`src/rtl/avmm_mc_wr_ack_router.sv`:
```
`default_nettype none
// ============================================================================
// Module      : avmm_mc_wr_ack_router
// Description : Routes in-order EMIF write acks back to the kernel channel
//               that issued each write burst. Start-of-burst beats are
//               recorded in an in-order tracking queue as {ch_id, burstcnt};
//               every EMIF write ack pops the queue head and pulses the
//               matching channel's ack one cycle later.
// Ports       :
//   kernel_avmm_clk / kernel_avmm_reset : clock, sync active-high reset
//   emif_avmm_wr/_waitreq/_burstcnt/_ch_id : post-mux EMIF write beat
//   emif_avmm_wr_ack      : in-order burst completion pulse from EMIF
//   ch_wr_ack             : per-channel one-hot ack pulse
//   ch_wr_ack_burstcnt    : burstcount of the acked burst (held between acks)
//   ch_pending / ch_idle  : per-channel outstanding burst count / idle flag
//   track_almost_full     : backpressure to the mux
//   err_overflow/_underflow/_bad_ch : sticky error flags
// Revision    : 1.0 - initial release
// ============================================================================
module avmm_mc_wr_ack_router #(
  parameter int NUM_CH                = 4,
  parameter int AVMM_BURSTCNT_WIDTH   = 7,
  parameter int TRACK_DEPTH           = 64,
  parameter int ALMOST_FULL_THRESHOLD = 8,
  parameter int CH_ID_W               = ($clog2(NUM_CH) < 1) ? 1 : $clog2(NUM_CH)
) (
  input  logic                                          kernel_avmm_clk,
  input  logic                                          kernel_avmm_reset,
  input  logic                                          emif_avmm_wr,
  input  logic                                          emif_avmm_waitreq,
  input  logic [AVMM_BURSTCNT_WIDTH-1:0]                emif_avmm_burstcnt,
  input  logic [CH_ID_W-1:0]                            emif_avmm_ch_id,
  input  logic                                          emif_avmm_wr_ack,
  output logic [NUM_CH-1:0]                             ch_wr_ack,
  output logic [AVMM_BURSTCNT_WIDTH-1:0]                ch_wr_ack_burstcnt,
  output logic [NUM_CH*$clog2(TRACK_DEPTH+1)-1:0]       ch_pending,
  output logic [NUM_CH-1:0]                             ch_idle,
  output logic                                          track_almost_full,
  output logic                                          err_overflow,
  output logic                                          err_underflow,
  output logic                                          err_bad_ch
);

  localparam int PTR_W  = $clog2(TRACK_DEPTH);
  localparam int OCC_W  = PTR_W + 1;
  localparam int PEND_W = $clog2(TRACK_DEPTH + 1);
  localparam int BC_W   = AVMM_BURSTCNT_WIDTH;
  localparam int ENT_W  = CH_ID_W + BC_W;

  localparam logic [31:0]       NUM_CH_U = NUM_CH;
  localparam logic [31:0]       DEPTH_U  = TRACK_DEPTH;
  localparam logic [31:0]       THR_U    = ALMOST_FULL_THRESHOLD;
  localparam logic [OCC_W-1:0]  OCC_FULL = OCC_W'(TRACK_DEPTH);

  wire clk = kernel_avmm_clk;
  wire rst = kernel_avmm_reset;

  // --------------------------------------------------------------------------
  // Burst framing FSM: only its IDLE state identifies start-of-burst beats.
  // --------------------------------------------------------------------------
  typedef enum logic [0:0] {
    S_IDLE  = 1'b0,
    S_BURST = 1'b1
  } state_t;

  state_t            state_q;
  logic [BC_W-1:0]   beat_cnt_q;

  logic              accept;
  logic              sob;

  assign accept = emif_avmm_wr & ~emif_avmm_waitreq & ~rst;
  assign sob    = accept & (state_q == S_IDLE);

  always_ff @(posedge clk) begin
    if (rst) begin
      state_q    <= S_IDLE;
      beat_cnt_q <= '0;
    end else if (accept) begin
      case (state_q)
        S_IDLE: begin
          // burstcnt of 0 is framed as a single beat
          beat_cnt_q <= (emif_avmm_burstcnt == '0) ? '0
                                                   : emif_avmm_burstcnt - BC_W'(1);
          state_q    <= (emif_avmm_burstcnt > BC_W'(1)) ? S_BURST : S_IDLE;
        end
        S_BURST: begin
          beat_cnt_q <= beat_cnt_q - BC_W'(1);
          if (beat_cnt_q == BC_W'(1)) begin
            state_q <= S_IDLE;
          end
        end
        default: begin
          state_q    <= S_IDLE;
          beat_cnt_q <= '0;
        end
      endcase
    end
  end

  // --------------------------------------------------------------------------
  // In-order tracking queue
  // --------------------------------------------------------------------------
  logic [ENT_W-1:0]  mem_q [TRACK_DEPTH];
  logic [PTR_W-1:0]  wr_ptr_q;
  logic [PTR_W-1:0]  rd_ptr_q;
  logic [OCC_W-1:0]  occ_q;
  logic [OCC_W-1:0]  occ_d;

  logic              ch_legal;
  logic              full;
  logic              empty;
  logic              pop;
  logic              enq;
  logic [ENT_W-1:0]  head;
  logic [CH_ID_W-1:0] head_ch;
  logic [BC_W-1:0]   head_bc;
  logic [31:0]       free_d;
  logic [NUM_CH-1:0] ack_d;

  assign ch_legal = 32'(emif_avmm_ch_id) < NUM_CH_U;
  assign full     = (occ_q == OCC_FULL);
  assign empty    = (occ_q == '0);
  // The head is only valid from the cycle after its enqueue, so an ack in
  // the enqueue cycle of the first entry sees an empty queue.
  assign pop      = emif_avmm_wr_ack & ~empty & ~rst;
  // A simultaneous pop frees a slot, so a full queue can still accept.
  assign enq      = sob & ch_legal & (~full | pop);

  assign head     = mem_q[rd_ptr_q];
  assign head_ch  = head[ENT_W-1:BC_W];
  assign head_bc  = head[BC_W-1:0];

  assign occ_d    = occ_q + {{(OCC_W-1){1'b0}}, enq} - {{(OCC_W-1){1'b0}}, pop};
  assign free_d   = DEPTH_U - 32'(occ_d);

  // Storage has no reset so it can map onto RAM; pointers define validity.
  always_ff @(posedge clk) begin
    if (enq) begin
      mem_q[wr_ptr_q] <= {emif_avmm_ch_id, emif_avmm_burstcnt};
    end
  end

  always_ff @(posedge clk) begin
    if (rst) begin
      wr_ptr_q           <= '0;
      rd_ptr_q           <= '0;
      occ_q              <= '0;
      ch_wr_ack          <= '0;
      ch_wr_ack_burstcnt <= '0;
      track_almost_full  <= 1'b0;
      err_overflow       <= 1'b0;
      err_underflow      <= 1'b0;
      err_bad_ch         <= 1'b0;
    end else begin
      if (enq) begin
        wr_ptr_q <= wr_ptr_q + PTR_W'(1);
      end
      if (pop) begin
        rd_ptr_q           <= rd_ptr_q + PTR_W'(1);
        ch_wr_ack_burstcnt <= head_bc;
      end
      occ_q             <= occ_d;
      ch_wr_ack         <= ack_d;
      track_almost_full <= (free_d <= THR_U);
      if (sob & ~ch_legal) begin
        err_bad_ch <= 1'b1;
      end
      if (sob & ch_legal & full & ~pop) begin
        err_overflow <= 1'b1;
      end
      if (emif_avmm_wr_ack & empty) begin
        err_underflow <= 1'b1;
      end
    end
  end

  // --------------------------------------------------------------------------
  // Per-channel outstanding counters and ack decode
  // --------------------------------------------------------------------------
  generate
    for (genvar i = 0; i < NUM_CH; i++) begin : g_ch
      localparam logic [CH_ID_W-1:0] C_ID     = CH_ID_W'(i);
      localparam logic [PEND_W-1:0]  PEND_MAX = PEND_W'(TRACK_DEPTH);

      logic              inc;
      logic              dec;
      logic [PEND_W-1:0] pend_q;
      logic [PEND_W-1:0] pend_d;
      logic              idle_q;

      assign inc      = enq & (emif_avmm_ch_id == C_ID);
      assign dec      = pop & (head_ch == C_ID);
      assign ack_d[i] = dec;

      // Saturating at both ends; inc and dec together cancel.
      always_comb begin
        pend_d = pend_q;
        if (inc & ~dec & (pend_q != PEND_MAX)) begin
          pend_d = pend_q + PEND_W'(1);
        end else if (dec & ~inc & (pend_q != '0)) begin
          pend_d = pend_q - PEND_W'(1);
        end
      end

      always_ff @(posedge clk) begin
        if (rst) begin
          pend_q <= '0;
          idle_q <= 1'b1;
        end else begin
          pend_q <= pend_d;
          idle_q <= (pend_d == '0);
        end
      end

      assign ch_pending[i*PEND_W +: PEND_W] = pend_q;
      assign ch_idle[i]                     = idle_q;
    end
  endgenerate

endmodule
`default_nettype wire

```
`config.mk`:
```
export PLATFORM = sky130hd
export DESIGN_NAME = avmm_mc_wr_ack_router
export DESIGN_NICKNAME = d
export VERILOG_FILES = /design/src/rtl/avmm_mc_wr_ack_router.sv
export SDC_FILE = /design/constraint.sdc
export NUM_CORES = 1
export LEC_CHECK = 0
export BUFFER_PORTS_ARGS = -buffer_cell sky130_fd_sc_hd__buf_4
export CAP_MARGIN = 10
export CORE_ASPECT_RATIO = 1.1
export CORE_MARGIN = 1.5
export CORE_UTILIZATION = 40
export DETAILED_ROUTE_END_ITERATION = 16
export SYNTH_ARGS = -nofsm -noshare
export SYNTH_HDL_FRONTEND = slang
export SYNTH_SLANG_ARGS = --single-unit
```
`constraint.sdc`:
```
create_clock -name kernel_avmm_clk -period 3.2 [get_ports kernel_avmm_clk]
set_input_delay 0.48 -clock kernel_avmm_clk [delete_from_list [all_inputs] [get_ports kernel_avmm_clk]]
set_output_delay 0.48 -clock kernel_avmm_clk [all_outputs]
set_load 0.1 [all_outputs]
```
After elaboration in Yosys (flattened, before gate mapping)
Memory sizes are Yosys's and may differ from the RTL's. A register that Yosys moved wholly into a read port is not among the register bits.
Cells that the tools add are included.
Operators by class
  bitwise logic cells: 48
  equality and inequality tests: 12
  reductions and logical operators: 12
  multiplexer cells: 17
  $add $sub $neg: 15
  $lt $le $gt $ge: 2
Operators with widths (number)
  $mux 7: 9
  $logic_not 7->1: 6
  $sub 7x1->7 const B: 6
  $and 1x1->1: 33
  $le 32x4->1 const B: 1
  $add 7x1->7 const B: 4
  $ne 7x7->1 const B: 4
  $reduce_bool 7->1: 4
  $not 1->1: 14
  $pmux 7 s2: 1
  $add 6x1->6 const B: 2
  $mux 6: 2
  $eq 2x2->1 const B: 4
  $sub 7x7->8 const A: 1
  $add 7x1->7: 1
  $eq 7x1->1 const B: 1
  $eq 7x7->1 const B: 1
  $gt 7x1->1 const B: 1
  $sub 7x1->7: 1
  $eq 2x1->1 const B: 2
  $logic_not 2->1: 2
  $mux 1: 4
  $pmux 1 s2: 1
  $or 1x1->1: 1
Storage, ports and cells
  memories: 1
  bits in registers: 73
  RAM bits: 576
  output and inout port bits: 47
  bits of input ports: 14
  logic and storage cells: 125
Memory list
  mem_q: depth 64, width 9, read ports 1, clocked after memory_dff 1, wr ports 1, RTL line 104  | logic [ENT_W-1:0] mem_q [TRACK_DEPTH];

Depth between registers and ports, before layout
  depth after elaboration: 13
  gate-level depth with buffers: 20
  depth with buffers taken out: 19

Worst setup path after synthesis
OpenSTA, ideal clock, no wires.
  kind: flip-flop to flip-flop
  start point: reg occ_q[4]
  end point: reg track_almost_full
  period minus slack after synthesis: 3485 ps
  stages on the path, launching flop included: 21
  library setup time: 70 ps
  arrival: 3414 ps
  slack: -285 ps
  path buffers: 1
  required time: 3130 ps
  path through: dfxtp_1 > inv_1 > ha_1 > nand4bb_1 > clkbuf_1 > o21ai_1 > nor2_1 > o21ai_0 > o21ai_0 > ha_1 > inv_1 > fa_1 > inv_1 > a21oi_1 > nor2_1 > o21ai_0 > a21oi_1 > nor2_1 > xnor2_1 > or4_1 > a21oi_1
On the way
  word-level cells in the longest chain between the ends: 10
  elaborated cells on any way between the ends: 12
  those cells by class: add/sub (3); order compare (1); eq/ne (1); bitwise (6); reduce/logical (1)
Ends and longest elaborated chain
  from (decl): RTL line 107  | logic [OCC_W-1:0] occ_q;
  from (signal assigned): RTL line 148  | occ_q <= '0;
  from (signal assigned): RTL line 163  | occ_q <= occ_d;
  $logic_not 7->1: RTL line 123  | assign empty = (occ_q == '0);
  $not 1->1: RTL line 126  | assign pop = emif_avmm_wr_ack & ~empty & ~rst;
  $and 1x1->1 (2 in series): RTL line 126
  $or 1x1->1: RTL line 128  | assign enq = sob & ch_legal & (~full | pop);
  $and 1x1->1: RTL line 128
  $add 7x1->7: RTL line 134  | assign occ_d = occ_q + {{(OCC_W-1){1'b0}}, enq} - {{(OCC_W-1){1'b0}}, pop};
  $sub 7x1->7 (*): RTL line 134
  $sub 7x7->8 (*): RTL line 135  | assign free_d = DEPTH_U - 32'(occ_d);
  $le 32x4->1 (*): RTL line 165  | track_almost_full <= (free_d <= THR_U);
  to (signal assigned): RTL line 165
  to (decl): RTL line 38  | output logic track_almost_full,
Every way passes the cells marked *; elsewhere a longest branch is shown, timed or not.
A chain may end at the register's enable or synchronous reset.

==> summary.md <==
| Metric | Value |
|---|---|
| Crit Path Category | `flip-flop to flip-flop` |
| Area growth syn-to-layout | `19.2%` |
| Ys flop type | `edfxtp_1` |
| TritonCTS clock tree | `built` |
| Core ar. | `66,400 sq um` |
| P_leak | `between 0.01 and 0.015 uW` |
| Clk root buf | `clkbuf_16` |
| Combinational Power Share | `0.194` |
| Global-route wire length before repair | `94,400 microns` |
| Maxcap violations | `0` |
| Drt total wl | `62,400 microns` |
| Hold_sp | `emif_avmm_wr_ack` |
| Status | `complete, no violations` |
| Final WS setup | `about 0.066 ns` |
| Largest buffer count on any clock path | `3` |
| Compound-Gate Fraction of Synth Area | `0.0351` |
| Mux cell area share after synthesis | `0.156` |
| Clock Latency Late Sink | `about 0.6 ns` |
| Critical path's slowest cell | `or4_1` |
| Crit-path max cell delay | `around 0.52 ns` |
| Worst path cell trace | `buf_12 > buf_4 > mux4_2 > mux2i_1 > buf_4 > nand2_1 > nand4_2 > and3_2 > a21oi_2 > or4_1 > a221oi_2 > a41o_1` |
| DRC Markers | `0` |
| P_int | `approximately 16,000 uW` |
| WHS Path Cells | `3` |
| Number of flops mapped to enable cells by yosys | `~580` |
| Die area | `roughly 69,000 sq um` |
| Startpoint types | `flip-flop` |
| NumNets Final | `about 1,800` |
| Syn Area/Cell | `between 15 and 20 sq um` |
| Design Power | `roughly 22,000 uW` |
| Rel. slew slack | `0.484` |
| # rows | `between 90 and 100` |
| IO Pins | `61` |
| Vias per cell | `~5.5` |
| Endpoint, Worst Hold | `err_underflow` |
| Hold-fix buffers, CTS | `0` |
| Async SR Flop Fraction | `0` |
| Wirelength per Cell | `between 20 and 25 microns` |
| Vert. Die Dim | `roughly 270 microns` |
| # fillers | `around 5,500` |
| Placer Congestion | `0.843` |
| Yosys top cell area share | `0.645` |
| Commonest cells in the netlist | `edfxtp_1 (576), mux4_2 (173), nor2_1 (138)` |
| Post-Syn Nets | `~1,500` |
| Sink Count | `~660` |
| R2r setup slk | `~0.066 ns` |
| H-tree depth | `3` |
| Final Skew | `a little under 0.03 ns` |
| Net Switching | `5640 uW` |
| Setup TNS | `0 ns` |
| Final setup viols | `0` |
| Tcrit/Tclk final | `0.979` |
| Sequential share of power | `0.434` |
| Post-Synth Adder-Cell Area | `0.0129` |
| Grt total ovfl | `0` |
| Pre-antenna DRT Iters | `7` |
| Delay-heaviest family, CP | `simple AND/OR/NAND/NOR gates` |
| Fin. max-slew vios | `0` |
| Antenna violations before repair | `1` |
| Crit. End Element | `flip-flop` |
| Worst path most repeated cell | `buf_4` |
| DIE WIDTH | `around 250 microns` |
| Post-synthesis sequential area ratio | `0.704` |
| Core occupancy in the finished layout | `0.482` |
| Most common cell in the netlist | `edfxtp_1` |
| Flops & latches, synth | `approximately 660` |
| Synth warn | `0` |
| Port Buffer Count | `approximately 60` |
| CTS buffer count | `70` |
| Post-Synth Simple-Gate Area | `0.0618` |
| Post-Synthesis Cell Area | `between 20,000 and 30,000 sq um` |
| Critical Path AT | `3.68 ns` |
| CP Data Required Time | `3.75 ns` |
| Worst-Margin Slew | `roughly 0.77 ns` |
| Largest area contributor in the netlist | `edfxtp_1` |
| Antenna Diode Count | `0` |
| XOR/XNOR Fraction of Synth Area | `0.0111` |
| Worst hold path class | `input pin to flip-flop` |
| Count of final hold-check violations | `0` |
| Cells after Synth | `~1,500` |
| Max Clk Rate | `between 300 and 400 MHz` |
| Largest family of logic cells by synthesized area | `multiplexers` |
| R2R depth | `12` |
| Maximum VDD drop | `361 uV` |
| Post-route minimum period | `roughly 3.1 ns` |
| Iter 0 DRT Violations | `about 1,300` |
| CP bufs+invs | `3` |
| Vias in the first global route | `between 10,000 and 15,000` |
| FF-to-FF End | `g_ch[0].idle_q` |
| Clk network pwr share | `0.372` |
| Detailed placement HPWL | `40,700 microns` |
| Initial Utilization | `0.404` |
| Post-synthesis cell type count | `86` |
| Share of cells above drive strength 1 | `0.328` |
| Fin Hold WS | `about 0.18 ns` |
| Post-Place Setup Slack | `-0.0587 ns` |
| Top post-synthesis cells by area | `edfxtp_1 (64%), mux4_2 (15%), dfxtp_1 (5.9%), nor2_1 (1.9%), ha_1 (1.2%)` |
| Pwr Density | `684 nW/um^2` |
| Sw frac | `0.258` |
| Largest fanout on the critical path | `10` |
| Largest net degree at the start of global routing | `68` |
| All-Layer GR Usage | `0.184` |
| CTS clk-pin slew, worst paths | `0.06 ns` |
| Via count | `around 15,000` |
| Detail Route Antenna Nets | `0` |
stage by stage:
| stage | std cells | area, sq um |
|---|---|---|
| after floorplan | 1492 | 26800 |
| after global placement | 2499 | 29300 |
| after detailed placement | 2499 | 29300 |
| after CTS | 2630 | 31700 |
| after global routing | 2646 | 32000 |
| final | 2646 | 32000 |
layout make-up:
type	instances	area [sq um]	share of cell area
Multi-Input combinational cell	721	7600	0.238
Timing Repair Buffer	250	1980	0.0620
Tap cell	858	1070	0.0336
Inverter	34	130	0.00407
Clock inverter	38	410	0.0128
Clock buffer	90	1900	0.0594
Sequential cell	655	18900	0.591
cell usage in the layout (no fill, tap or decap), types with 7 or more instances in the layout:
| master | synthesis | routed |
|---|---|---|
| nand4_1 | 18 | 18 |
| nor2_1 | 138 | 135 |
| clkbuf_1 | 45 | 15 |
| nor2b_1 | 9 | 9 |
| edfxtp_1 | 576 | 576 |
| or3_1 | 9 | 9 |
| a21oi_1 | 30 | 28 |
| clkbuf_16 | 0 | 72 |
| nand2_1 | 50 | 50 |
| dfxtp_1 | 79 | 74 |
| nor4_1 | 10 | 8 |
| mux2i_1 | 20 | 16 |
| mux4_2 | 173 | 173 |
| nand3_1 | 16 | 16 |
| buf_4 | 7 | 240 |
| clkinv_2 | 0 | 12 |
| ha_1 | 26 | 23 |
| nor3_1 | 23 | 21 |
| xor2_1 | 20 | 20 |
| and2_1 | 7 | 7 |
| clkinv_1 | 0 | 11 |
| and3_1 | 14 | 14 |
| inv_1 | 32 | 28 |
| bufinv_16 | 0 | 8 |
| nand3b_1 | 7 | 7 |
| buf_12 | 0 | 8 |
| o21ai_0 | 13 | 9 |
| xnor2_1 | 14 | 13 |
worst register-to-register path, delay by kind of cell (launching register included):
kind            cells  cell delay [ns]
mux                 2             0.68
flops               1             0.35
compound gates      3             0.58
simple gates        4             1.02
buf+inv             3             0.46
worst max path at each step:
stage,to,cells after the start,slack (ns),startpoint
2_1_floorplan,track_almost_full,16,0.02,kernel_avmm_reset
3_3_place_gp,g_ch[0].idle_q,11,-0.01,flip-flop
3_5_place_dp,g_ch[1].idle_q,12,-0.06,flip-flop
4_1_cts,g_ch[0].idle_q,11,0.007,flip-flop
5_1_grt,g_ch[1].idle_q,13,-0.03,flip-flop
6_report,g_ch[0].idle_q,12,0.07,flip-flop
cells by family (layout without fill, tap and decap cells):
kind of cell             count (synthesis)  after routing
multiplexers                           198            198
AO/OA/AOI/OAI                          126            126
other                                    1              1
adder cells (fa/ha/maj)                 27             27
buffers and inverters                  116            412
flip-flops                             655            655
XOR/XNOR                                34             34
AND/OR/NAND/NOR                        335            335
power groups by stage:
stage	clock (uW)	combinational, uW	sequential, uW
floorplan	0	2460	9920
global placement	0	3910	9730
detailed placement	0	3960	9740
CTS	8320	4010	9540
global route	8630	4530	9510
finish	8130	4240	9500
sequential cells by signal, indices dropped and copies added, names as in the netlist, named ones only:
signal,cells
mem_q,576
g_ch.pend_q,28
beat_cnt_q,7
ch_wr_ack_burstcnt,7
occ_q,7
rd_ptr_q,6
wr_ptr_q,6
ch_wr_ack,4
g_ch.idle_q,4
err_overflow,1
err_underflow,1
state_q,1
track_almost_full,1
layer usage:
metal | global-route usage | wire length (microns)
met1 | 0.253 | 27700
met2 | 0.305 | 30400
met3 | 0.0331 | 3230
met4 | 0.0454 | 1080
met5 | 0 | 0
repair_timing:
action                                  CTS  global route
buffers inserted                          3            16
endpoints found under the setup margin    3            10
pin swaps                                 0            11
resized for setup                         2            41
(Power assumes the default switching activity.)
